`src/rtl/conv_output_collector_pkg.sv`:
```
// conv_output_collector_pkg: output-map geometry helpers and bank state type
package conv_output_collector_pkg;

   typedef enum logic [1:0] {
      BANK_EMPTY,
      BANK_FILLING,
      BANK_FULL,
      BANK_DRAINING
   } bank_state_t;

   function automatic int clog2_min1(input int n);
      int w;
      w = 1;
      while ((1 << w) < n) w++;
      return w;
   endfunction

   function automatic int out_size(input int image, input int filter, input int stride);
      return (image - filter) / stride + 1;
   endfunction

   function automatic int map_words(input int image, input int filter, input int stride);
      return out_size(image, filter, stride) * out_size(image, filter, stride);
   endfunction

endpackage

```
`src/rtl/collector_bank_ram.sv`:
```
// collector_bank_ram: two-bank simple dual-port storage, bank selected by address MSB
module collector_bank_ram
   import conv_output_collector_pkg::*;
#(
   parameter int WORDS = 36,
   parameter int AW    = 6,
   parameter int DW    = 16
) (
   input  logic          clk,
   input  logic          wr_en,
   input  logic [AW:0]   wr_addr,
   input  logic [DW-1:0] wr_data,
   input  logic          rd_en,
   input  logic [AW:0]   rd_addr,
   output logic [DW-1:0] rd_data
);
   localparam int DEPTH = 2 * WORDS;
   localparam int IW    = clog2_min1(DEPTH);

   logic [DW-1:0] mem [DEPTH];
   logic [DW-1:0] rd_data_q;

   function automatic logic [IW-1:0] row(input logic [AW:0] a);
      return a[AW] ? IW'(WORDS) + IW'(a[AW-1:0]) : IW'(a[AW-1:0]);
   endfunction

   // single write port and registered read port on independent addresses
   always_ff @(posedge clk) begin
      if (wr_en) mem[row(wr_addr)] <= wr_data;
      if (rd_en) rd_data_q <= mem[row(rd_addr)];
   end

   assign rd_data = rd_data_q;

endmodule

```
`src/rtl/conv_output_collector.sv`:
```
// conv_output_collector: ping-pong collector of window results with bubble-free streaming readback
module conv_output_collector
   import conv_output_collector_pkg::*;
#(
   parameter int FILTER_SIZE = 3,
   parameter int IMAGE_SIZE  = 8,
   parameter int STRIDE      = 1,
   parameter int DATA_WIDTH  = 16
) (
   input  logic                  clk,
   input  logic                  rst_n,
   input  logic                  in_valid,
   input  logic [DATA_WIDTH-1:0] in_data,
   output logic                  out_valid,
   input  logic                  out_ready,
   output logic [DATA_WIDTH-1:0] out_data,
   output logic                  out_last,
   output logic                  frame_done,
   output logic                  overflow
);
   localparam int            MAP_WORDS = map_words(IMAGE_SIZE, FILTER_SIZE, STRIDE);
   localparam int            AW        = clog2_min1(MAP_WORDS);
   localparam logic [AW-1:0] LAST_ADDR = AW'(MAP_WORDS - 1);

   bank_state_t           st_q [2];
   bank_state_t           st_d [2];
   logic                  fill_bank_q, fill_bank_d, drain_bank_q, drain_bank_d;
   logic [AW-1:0]         wr_addr_q, wr_addr_d, rd_addr_q, rd_addr_d;
   logic                  rd_all_q, rd_all_d, rd_vld_q, rd_vld_d, rd_last_q, rd_last_d;
   logic                  out_valid_q, out_valid_d, out_last_q, out_last_d;
   logic                  sk_valid_q, sk_valid_d, sk_last_q, sk_last_d;
   logic [DATA_WIDTH-1:0] out_data_q, out_data_d, sk_data_q, sk_data_d, rd_data;
   logic                  frame_done_q, frame_done_d, overflow_q, overflow_d;
   logic                  wr_en, rd_en, pop, fill_open, drain_want;
   logic [1:0]            occ;

   collector_bank_ram #(
      .WORDS(MAP_WORDS),
      .AW   (AW),
      .DW   (DATA_WIDTH)
   ) u_ram (
      .clk    (clk),
      .wr_en  (wr_en),
      .wr_addr({fill_bank_q, wr_addr_q}),
      .wr_data(in_data),
      .rd_en  (rd_en),
      .rd_addr({drain_bank_q, rd_addr_q}),
      .rd_data(rd_data)
   );

   // fill side, read issue with credit limit of two words past the RAM, and output/skid stage
   always_comb begin
      st_d         = st_q;
      fill_bank_d  = fill_bank_q;
      drain_bank_d = drain_bank_q;
      wr_addr_d    = wr_addr_q;
      rd_addr_d    = rd_addr_q;
      rd_all_d     = rd_all_q;
      out_valid_d  = out_valid_q;
      out_last_d   = out_last_q;
      out_data_d   = out_data_q;
      sk_valid_d   = sk_valid_q;
      sk_last_d    = sk_last_q;
      sk_data_d    = sk_data_q;
      pop          = out_valid_q & out_ready;
      fill_open    = st_q[fill_bank_q] == BANK_EMPTY || st_q[fill_bank_q] == BANK_FILLING;
      wr_en        = in_valid & fill_open;
      overflow_d   = overflow_q | (in_valid & ~fill_open);
      frame_done_d = wr_en && wr_addr_q == LAST_ADDR;
      if (wr_en) begin
         st_d[fill_bank_q] = frame_done_d ? BANK_FULL : BANK_FILLING;
         wr_addr_d         = frame_done_d ? '0 : wr_addr_q + AW'(1);
         fill_bank_d       = fill_bank_q ^ frame_done_d;
      end
      occ        = 2'(out_valid_q) + 2'(sk_valid_q) + 2'(rd_vld_q);
      drain_want = st_q[drain_bank_q] == BANK_FULL ||
                   (st_q[drain_bank_q] == BANK_DRAINING && !rd_all_q);
      rd_en      = drain_want && (occ - 2'(pop)) < 2'd2;
      rd_vld_d   = rd_en;
      rd_last_d  = rd_en && rd_addr_q == LAST_ADDR;
      if (rd_en) begin
         st_d[drain_bank_q] = BANK_DRAINING;
         rd_addr_d          = rd_last_d ? '0 : rd_addr_q + AW'(1);
         rd_all_d           = rd_last_d;
      end
      if (!out_valid_q || pop) begin
         out_valid_d = sk_valid_q | rd_vld_q;
         out_data_d  = sk_valid_q ? sk_data_q : rd_vld_q ? rd_data : out_data_q;
         out_last_d  = sk_valid_q ? sk_last_q : rd_last_q;
         sk_valid_d  = sk_valid_q & rd_vld_q;
         sk_data_d   = (sk_valid_q & rd_vld_q) ? rd_data : sk_data_q;
         sk_last_d   = sk_valid_q & rd_last_q;
      end else if (rd_vld_q) begin
         sk_valid_d = 1'b1;
         sk_data_d  = rd_data;
         sk_last_d  = rd_last_q;
      end
      if (pop && out_last_q) begin
         st_d[drain_bank_q] = BANK_EMPTY;
         drain_bank_d       = ~drain_bank_q;
         rd_all_d           = 1'b0;
      end
   end

   // state registers, all cleared asynchronously
   always_ff @(posedge clk or negedge rst_n) begin
      if (!rst_n) begin
         st_q         <= '{BANK_EMPTY, BANK_EMPTY};
         fill_bank_q  <= 1'b0;
         drain_bank_q <= 1'b0;
         wr_addr_q    <= '0;
         rd_addr_q    <= '0;
         rd_all_q     <= 1'b0;
         rd_vld_q     <= 1'b0;
         rd_last_q    <= 1'b0;
         out_valid_q  <= 1'b0;
         out_last_q   <= 1'b0;
         out_data_q   <= '0;
         sk_valid_q   <= 1'b0;
         sk_last_q    <= 1'b0;
         sk_data_q    <= '0;
         frame_done_q <= 1'b0;
         overflow_q   <= 1'b0;
      end else begin
         st_q         <= st_d;
         fill_bank_q  <= fill_bank_d;
         drain_bank_q <= drain_bank_d;
         wr_addr_q    <= wr_addr_d;
         rd_addr_q    <= rd_addr_d;
         rd_all_q     <= rd_all_d;
         rd_vld_q     <= rd_vld_d;
         rd_last_q    <= rd_last_d;
         out_valid_q  <= out_valid_d;
         out_last_q   <= out_last_d;
         out_data_q   <= out_data_d;
         sk_valid_q   <= sk_valid_d;
         sk_last_q    <= sk_last_d;
         sk_data_q    <= sk_data_d;
         frame_done_q <= frame_done_d;
         overflow_q   <= overflow_d;
      end
   end

   assign out_valid  = out_valid_q;
   assign out_data   = out_data_q;
   assign out_last   = out_last_q;
   assign frame_done = frame_done_q;
   assign overflow   = overflow_q;

endmodule

```
`config.mk`:
```
export PLATFORM = sky130hd
export DESIGN_NAME = conv_output_collector
export DESIGN_NICKNAME = d
export VERILOG_FILES = /design/src/rtl/conv_output_collector_pkg.sv /design/src/rtl/collector_bank_ram.sv /design/src/rtl/conv_output_collector.sv
export SDC_FILE = /design/constraint.sdc
export NUM_CORES = 1
export LEC_CHECK = 0
export BUFFER_PORTS_ARGS = -buffer_cell sky130_fd_sc_hd__buf_2
export CAP_MARGIN = 20
export CORE_MARGIN = 8
export CORE_UTILIZATION = 45
export DETAILED_ROUTE_END_ITERATION = 7
export HOLD_SLACK_MARGIN = 0.12
export MAX_ROUTING_LAYER = met4
export PLACE_DENSITY_LB_ADDON = 0.1
export RECOVER_POWER = 100
export SYNTH_ARGS = -nofsm -noshare
export SYNTH_HDL_FRONTEND = slang
export SYNTH_HIERARCHICAL = 1
export SYNTH_SLANG_ARGS = --single-unit
```
`constraint.sdc`:
```
create_clock -name clk -period 5.67 [get_ports clk]
set_input_delay 0.8505 -clock clk [delete_from_list [all_inputs] [get_ports clk]]
set_output_delay 0.8505 -clock clk [all_outputs]
set_load 0.02 [all_outputs]
```
==> results of run 1 <==
## per-stage QoR
stage	utilization	total power (uW)	worst slack (ps)
2_1_floorplan	-	12300	2840
3_3_place_gp	0.476	13300	1760
3_5_place_dp	0.477	13300	1710
4_1_cts	0.515	21400	1690
5_1_grt	0.511	21900	940
6_report	0.511	21100	1140
## layout by cell type (no fill, tap or decap), drive strengths merged, types with 2 or more instances in the layout
master    Yosys  layout
buf          98      50
a21oi        48      48
a31o          2       2
a32oi        32      32
o32ai         4       4
inv          12      16
mux2         38      38
nor3         15      15
nand4         5       5
bufinv        0       4
o211ai       26      26
and3          7       7
a211o         7       7
nand2       172     172
o21ai        17      17
clkinv        0      38
ha            6       6
nor4          7       7
a22o          3       3
nor3b         3       3
nand3        34      34
clkbuf       21     300
nor2        100     100
edfxtp     1168    1168
nor2b         5       5
a31oi         2       2
and2          2       2
o22ai         3       3
nand2b        5       5
clkinvlp      0       3
o21a          3       3
mux2i        82      82
xnor2         9       9
xor2          6       6
mux4        288     288
dfrtp        59      59
a21o         12      12
## metal layers
metal / part of all wire / routed length [microns] / vias to the layer above / global-route usage
met5: 0 / 0 / - / -
met4: 0.024 / 2830 / 0 / 0.0588
met3: 0.059 / 7100 / 160 / 0.0341
met2: 0.47 / 56200 / 766 / 0.317
met1: 0.45 / 53700 / 12732 / 0.304
li1: - / - / 9885 / -
## flip-flops by register name, indices dropped and copies added (netlist names)
name	flops
drain_bank_q	1
fill_bank_q	1
frame_done	1
out_data	16
out_last	1
out_valid	1
overflow	1
rd_addr_q	6
rd_all_q	1
rd_last_q	1
rd_vld_q	1
sk_data_q	16
sk_last_q	1
sk_valid_q	1
st_q	4
u_ram/mem	1152
u_ram/rd_data	16
wr_addr_q	6
## cell families after synthesis
logic type	count (synthesis)	share of synthesized area
compound gates	163	0.0241
buf+inv	131	0.0147
fa+ha+maj	6	0.00157
flops	1227	0.762
xor+xnor	15	0.00305
simple gates	361	0.0325
mux	408	0.162
## how the worst max path moves through the flow
stage	from	endpoint	slack [ps]	cells past startpoint
after floorplan	out_ready	rd_addr_q[0]	2840	9
after global placement	rd_addr_q[1]	u_ram/rd_data[12]	1760	7
after detailed placement	rd_addr_q[1]	u_ram/rd_data[0]	1710	7
after CTS	rd_addr_q[1]	u_ram/rd_data[0]	1690	7
after global routing	rd_addr_q[2]	u_ram/rd_data[5]	940	5
final	rd_addr_q[2]	u_ram/rd_data[5]	1140	5
## final cells by class
cell class	instances	share of cell area
antenna	1	0.0000464
inverter	12	0.000859
clock buffer	184	0.0665
clock inverter	49	0.00805
timing repair buffer	166	0.0165
tap	1391	0.0323
sequential	1227	0.678
multi-input combinational	953	0.198
## worst max-delay path, stage by stage, from the launching register on
cell and delay (ps):
dfrtp_1 640, xor2_1 1430, clkbuf_2 940, mux4_2 410, o21ai_0 620, o211ai_1 180
## power by group through the flow
stage	registers [uW]	clock network [uW]	logic, uW
after floorplan	10700	0	1550
after global routing	10700	8590	2620
final	10600	8060	2440
after global placement	10800	0	2510
after CTS	10600	8260	2550
after detailed placement	10800	0	2540
==> results by group, run 1 <==
Status
  – Failing checks: max-capacitance violations, max-slew violations
  – Status: finished with violations

Timing
  – Final setup fails: 0
  – Clock period minus worst slack: 4530 ps
  – Max-slew violation count: 1259
  – Final hold vios: 0
  – Least-Margin Pin Slew: 3980 ps
  – Final Skew: 21.3 ps
  – Fmax: 0.221 GHz
  – Final period utilization: 0.799
  – Worst hold slack: 452 ps
  – Unrepaired setup endpoints after global routing: no
  – Slew HR: -1.65
  – Setup TNS: 0 ps

Layout
  – Area Growth Syn to Fin: 12.4%
  – Design Area, Final: 53900 sq um
  – Final #Nets: 2518
  – Layout cells sized above 1: 0.211
  – Register Area: 36600 sq um
  – Non-filler cells in the finished layout: 3983
  – Fill count: 8437
  – Multi-input logic area: 10700 sq um

Power and ir drop
  – Peak supply drop: 0.249 mV
  – Sw frac: 0.248
  – Leakage: 0.0166 uW
  – Power share of the sequential group: 0.503
  – Cell Pwr Density: 392 nW/um^2
  – Clock share of power: 0.381
  – Combinational Power Share: 0.116
  – Pint: 15900 uW
  – Net Switching: 5230 uW

Placed design
  – RePlAce Congestion: 0.845
  – DP Wirelength: 70300 microns
  – Placed cell area: 50300 sq um
  – PortBufs: 39
  – Inst Count DP: 3746

Worst setup path
  – Crit path arrival time: 4980 ps
  – Worst EP required: 6120 ps
  – Critical R2R Launch: rd_addr_q[2]
  – Crit Reg-Reg Endpoint: u_ram/rd_data[5]
  – Worst Setup End Kind: flip-flop
  – Flop2flop setup slack: 1140 ps
  – Startpoint class of the critical path: flip-flop
  – WS Path Type: reg2reg
  – Worst-path maximum fanout: 31
  – R2R depth: 5

Detailed routing
  – Via count: 23543
  – DR vias/cell: 5.91
  – Final WL: 120000 microns
  – Residual DRC: 0
  – Per-cell routed wire length: 30.1 microns
  – 1st-pass router iterations: 6
  – DRT antenna net count: 0
  – Detailed Route Iter0 Violations: 2620

Clock network
  – Clock root buffer: clkbuf_16
  – Post-CTS Setup Bufs: 0
  – CTS Buf Count: 132
  – Clk buf depth: 3
  – CTS tree: done
  – Clk Latency, worst-skew pair: 720 ps
  – # H-tree levels: 4
  – PostCTS Resize Cnt: 0
  – # hold bufs at CTS: 0
  – TritonCTS Sinks: 1227
  – Clock slew at reported path FFs: 60 ps

Die
  – Row count: 119
  – Initial Utilization: 0.454
  – Number of top-level pins: 40
  – Die H: 342 microns
  – Die ar.: 117000 sq um
  – DIE WIDTH: 342 microns
  – CORE AREA: 106000 sq um

Flow run
  – Max Cap Violations: 20

Worst hold path
  – Hold Path Stages: 3
  – Worst hold path type: in2reg
  – Hold Path End: overflow
  – Worst Min Path Start: in_valid

Logic synthesis
  – Most used flip-flop cell after synthesis: edfxtp_1
  – Area contributors post-synth: edfxtp_1, mux4_2, dfrtp_1
  – Share of the synthesized area in the top cell type: 0.731
  – Synth warnings: 6
  – Yosys cell types: 64
  – Synthesized flop and latch total: 1227
  – Synthesized cell area: 48000 sq um
  – Seq/Total Area, Yosys: 0.762
  – Post-synth top cells: edfxtp_1, mux4_2, nand2_1, nor2_1, mux2i_1
  – Cell count after synthesis: 2311
  – Syn Nets: 2337
  – Asr flop ratio synth: 0.0481
  – Count leader, synth: edfxtp_1
  – Number of synthesized flops with an enable pin: 1168
  – Yosys top cell by area: edfxtp_1
  – Syn Area/Cell: 20.8 sq um

Global route
  – Initial antenna violation count: 1
  – Pin count of the biggest net entering global routing: 82
  – Vias in the first global route: 23966
  – First-pass GRT wire length: 175000 microns
  – Gr usage total: 0.212
  – Grt ovf: 0
Power figures use the tool's default switching activity.
==> run 2: changes to the inputs <==
--- a/config.mk
+++ b/config.mk
@@ -5,6 +5,7 @@
 export SDC_FILE = /design/constraint.sdc
 export NUM_CORES = 1
 export LEC_CHECK = 0
+export ABC_AREA = 1
 export BUFFER_PORTS_ARGS = -buffer_cell sky130_fd_sc_hd__buf_2
 export CAP_MARGIN = 20
 export CORE_MARGIN = 8
==> constraint.sdc (replaced) <==
create_clock -name clk -period 3.7 [get_ports clk]
set_input_delay 0.555 -clock clk [delete_from_list [all_inputs] [get_ports clk]]
set_output_delay 0.555 -clock clk [all_outputs]
set_load 0.02 [all_outputs]
==> run 2 against run 1 <==
  * The flow still finishes with violations (max-capacitance violations, max-slew violations)
  * Worst setup slack worse by 770 ps
  * Cell count grew 51%
  * Clock power rose by 53%
  * Non-clock buffer count rose by 76
  * Via count is 40% higher
  * Total power grew 110%
  * First-iteration DRC count grew 17%
  * Sequential power grew 57%
  * Global-route usage up 3.0 points
  * Synthesized cell count rose by 85%
  * Combinational power grew to 6.5 times the previous value
==> results by group, run 2 <==
Clock network
  – # H-tree levels: 4
  – Clk buf depth: 3
  – Clk Latency, worst-skew pair: 740 ps
  – TritonCTS Sinks: 1227
  – CTS Buf Count: 135
  – Clock slew at reported path FFs: 60 ps
  – CTS tree: done
  – Clock root buffer: clkbuf_16

Logic synthesis
  – Yosys cell types: 40
  – Most used flip-flop cell after synthesis: edfxtp_1
  – Seq/Total Area, Yosys: 0.725
  – Yosys top cell by area: edfxtp_1
  – Synth warnings: 6
  – Syn Nets: 4298
  – Post-synth top cells: nand2_1, edfxtp_1, nand3_1, nor2_1, buf_2
  – Area contributors post-synth: edfxtp_1, nand2_1, nand3_1
  – Share of the synthesized area in the top cell type: 0.696
  – Synthesized flop and latch total: 1227
  – Count leader, synth: nand2_1
  – Asr flop ratio synth: 0.0481
  – Cell count after synthesis: 4272
  – Number of synthesized flops with an enable pin: 1168
  – Synthesized cell area: 50400 sq um
  – Syn Area/Cell: 11.8 sq um

Global route
  – Gr usage total: 0.242
  – Initial antenna violation count: 2
  – First-pass GRT wire length: 214000 microns
  – Vias in the first global route: 31310
  – Pin count of the biggest net entering global routing: 149
  – Grt ovf: 0

Timing
  – Unrepaired setup endpoints after global routing: no
  – Setup TNS: 0 ps
  – Final Skew: 29.5 ps
  – Final setup fails: 0
  – Fmax: 0.301 GHz
  – Least-Margin Pin Slew: 2480 ps
  – Slew HR: -0.654
  – Clock period minus worst slack: 3330 ps
  – Max-slew violation count: 864
  – Final setup margin: 375 ps
  – Final hold vios: 0
  – Final period utilization: 0.899

Placed design
  – RePlAce Congestion: 0.828
  – Dpl ws: 667 ps
  – Inst Count DP: 5752
  – PortBufs: 39
  – DP Wirelength: 85100 microns

Detailed routing
  – Via count: 32844
  – DRT antenna net count: 0
  – DR vias/cell: 5.48
  – Detailed Route Iter0 Violations: 3075
  – Residual DRC: 0
  – Per-cell routed wire length: 24.3 microns
  – Final WL: 145000 microns
  – 1st-pass router iterations: 6

Power and ir drop
  – Peak supply drop: 0.578 mV
  – Leakage: 0.0204 uW
  – Total power: 44700 uW
  – Cell Pwr Density: 793 nW/um^2

Flow run
  – Max Cap Violations: 22

Worst hold path
  – Worst hold path type: in2reg
  – Worst Min Path Start: in_data[5]

Worst setup path
  – Worst Setup End Kind: flip-flop
  – Most frequent CP cell: clkbuf_1
  – Crit path launch: in_data[9]
  – Startpoint class of the critical path: primary input
  – Crit path arrival time: 3540 ps
  – Worst EP required: 3920 ps
  – WS Path Type: in2reg
  – Critical path's slowest cell: clkbuf_1
  – CP cell instances: clkbuf_1, clkbuf_1
  – WP buf/inv: 2
  – Critical R2R Launch: wr_addr_q[2]
  – Worst-path maximum fanout: 37
  – Top delay family on crit path: buffers and inverters
  – Critical Path Max Stage Delay: 1580 ps

Die
  – Initial Utilization: 0.451
  – CORE AREA: 112000 sq um
  – Die ar.: 123000 sq um
  – DIE WIDTH: 351 microns
  – Number of top-level pins: 40
  – Die H: 351 microns
  – Row count: 123

Layout
  – Final #Nets: 4420
  – Layout cells sized above 1: 0.0732
  – Fin util: 0.504
  – Area Growth Syn to Fin: 11.7%
  – Fill count: 9983
  – Max reg flops: 1152
  – Diode count: 0
  – Leading cell type in the layout, fill and taps excluded: nand2_1
  – Most frequent cells in the layout: nand2_1, edfxtp_1, nand3_1
  – Non-filler cells in the finished layout: 5995
  – Top reg by flops: u_ram/mem

Status
  – Status: finished with violations
  – Failing checks: max-capacitance violations, max-slew violations
[run 2: changes by cell type after synthesis, sizes merged, moves of 41 or more]
cell,before,now
nand3,34,863
o21ai,17,89
inv,12,123
nor2,100,196
a21oi,48,7
mux4,288,0
mux2i,82,0
nand2,172,1374
buf,98,210
[run 2: final timing paths]
kind                       slack (ps)  depth (start not counted)                to
max in group asynchronous         750                          3      rd_addr_q[2]
setup / recovery                  370                          2  u_ram/mem[17][9]
setup reg to reg                  400                          8  u_ram/mem[69][0]
hold reg to reg                   470                          2      sk_data_q[2]
min in group asynchronous        1100                          2         sk_last_q
hold / removal                    410                          1  u_ram/mem[50][5]
[run 2: worst register-to-register path: stages (launching register included)]
cell	delay [ps]
dfrtp_1	490
ha_1	270
a21o_1	170
nand2_1	170
inv_1	100
nor2_1	230
nand3_1	280
nor2_1	160
clkbuf_1	1010
[run 2: power by group]
part | total (uW) | internal [uW] | switching [uW]
logic | 15800 | 4280 | 11500
clock network | 12300 | 6980 | 5340
registers | 16600 | 16000 | 558
[run 2: logic make-up (layout without fill, tap and decap cells)]
group / after synthesis / after routing / share of synthesized area
mux: 1 / 1 / 0.000223
fa+ha+maj: 6 / 6 / 0.00149
buf+inv: 380 / 603 / 0.0409
xor+xnor: 11 / 11 / 0.00206
simple gates: 2439 / 2439 / 0.204
flops: 1227 / 1227 / 0.725
compound gates: 208 / 208 / 0.0262
[run 2: repair_timing]
item                                   in CTS  in global routing
gates resized for setup                     0                  0
hold buffers                                4                  0
endpoints found under the hold margin      47                  0
buffers inserted                            0                  0
[run 2: final cells by class]
type / instances / area [sq um] / area share
clock buffer: 187 / 3700 / 0.0657
clock inverter: 51 / 283 / 0.00502
inverter: 123 / 487 / 0.00864
multi-input combinational: 2665 / 11800 / 0.210
sequential: 1227 / 36600 / 0.649
tap: 1500 / 1880 / 0.0333
timing repair buffer: 242 / 1620 / 0.0288
[run 2: per-stage QoR]
stage	instance area [sq um]	hold WS, ps
2_1_floorplan	50400	259
3_3_place_gp	52800	454
3_5_place_dp	52800	459
4_1_cts	56800	183
5_1_grt	56300	396
6_report	56300	412
[run 2: per-layer routing]
| layer | vias up | part of all wire | GRT usage |
|---|---|---|---|
| met4 | 0 | 0.024 | 0.0638 |
| met2 | 1012 | 0.48 | 0.386 |
| met1 | 16379 | 0.43 | 0.323 |
| met5 | - | 0 | - |
| met3 | 203 | 0.060 | 0.0412 |
| li1 | 15250 | - | - |
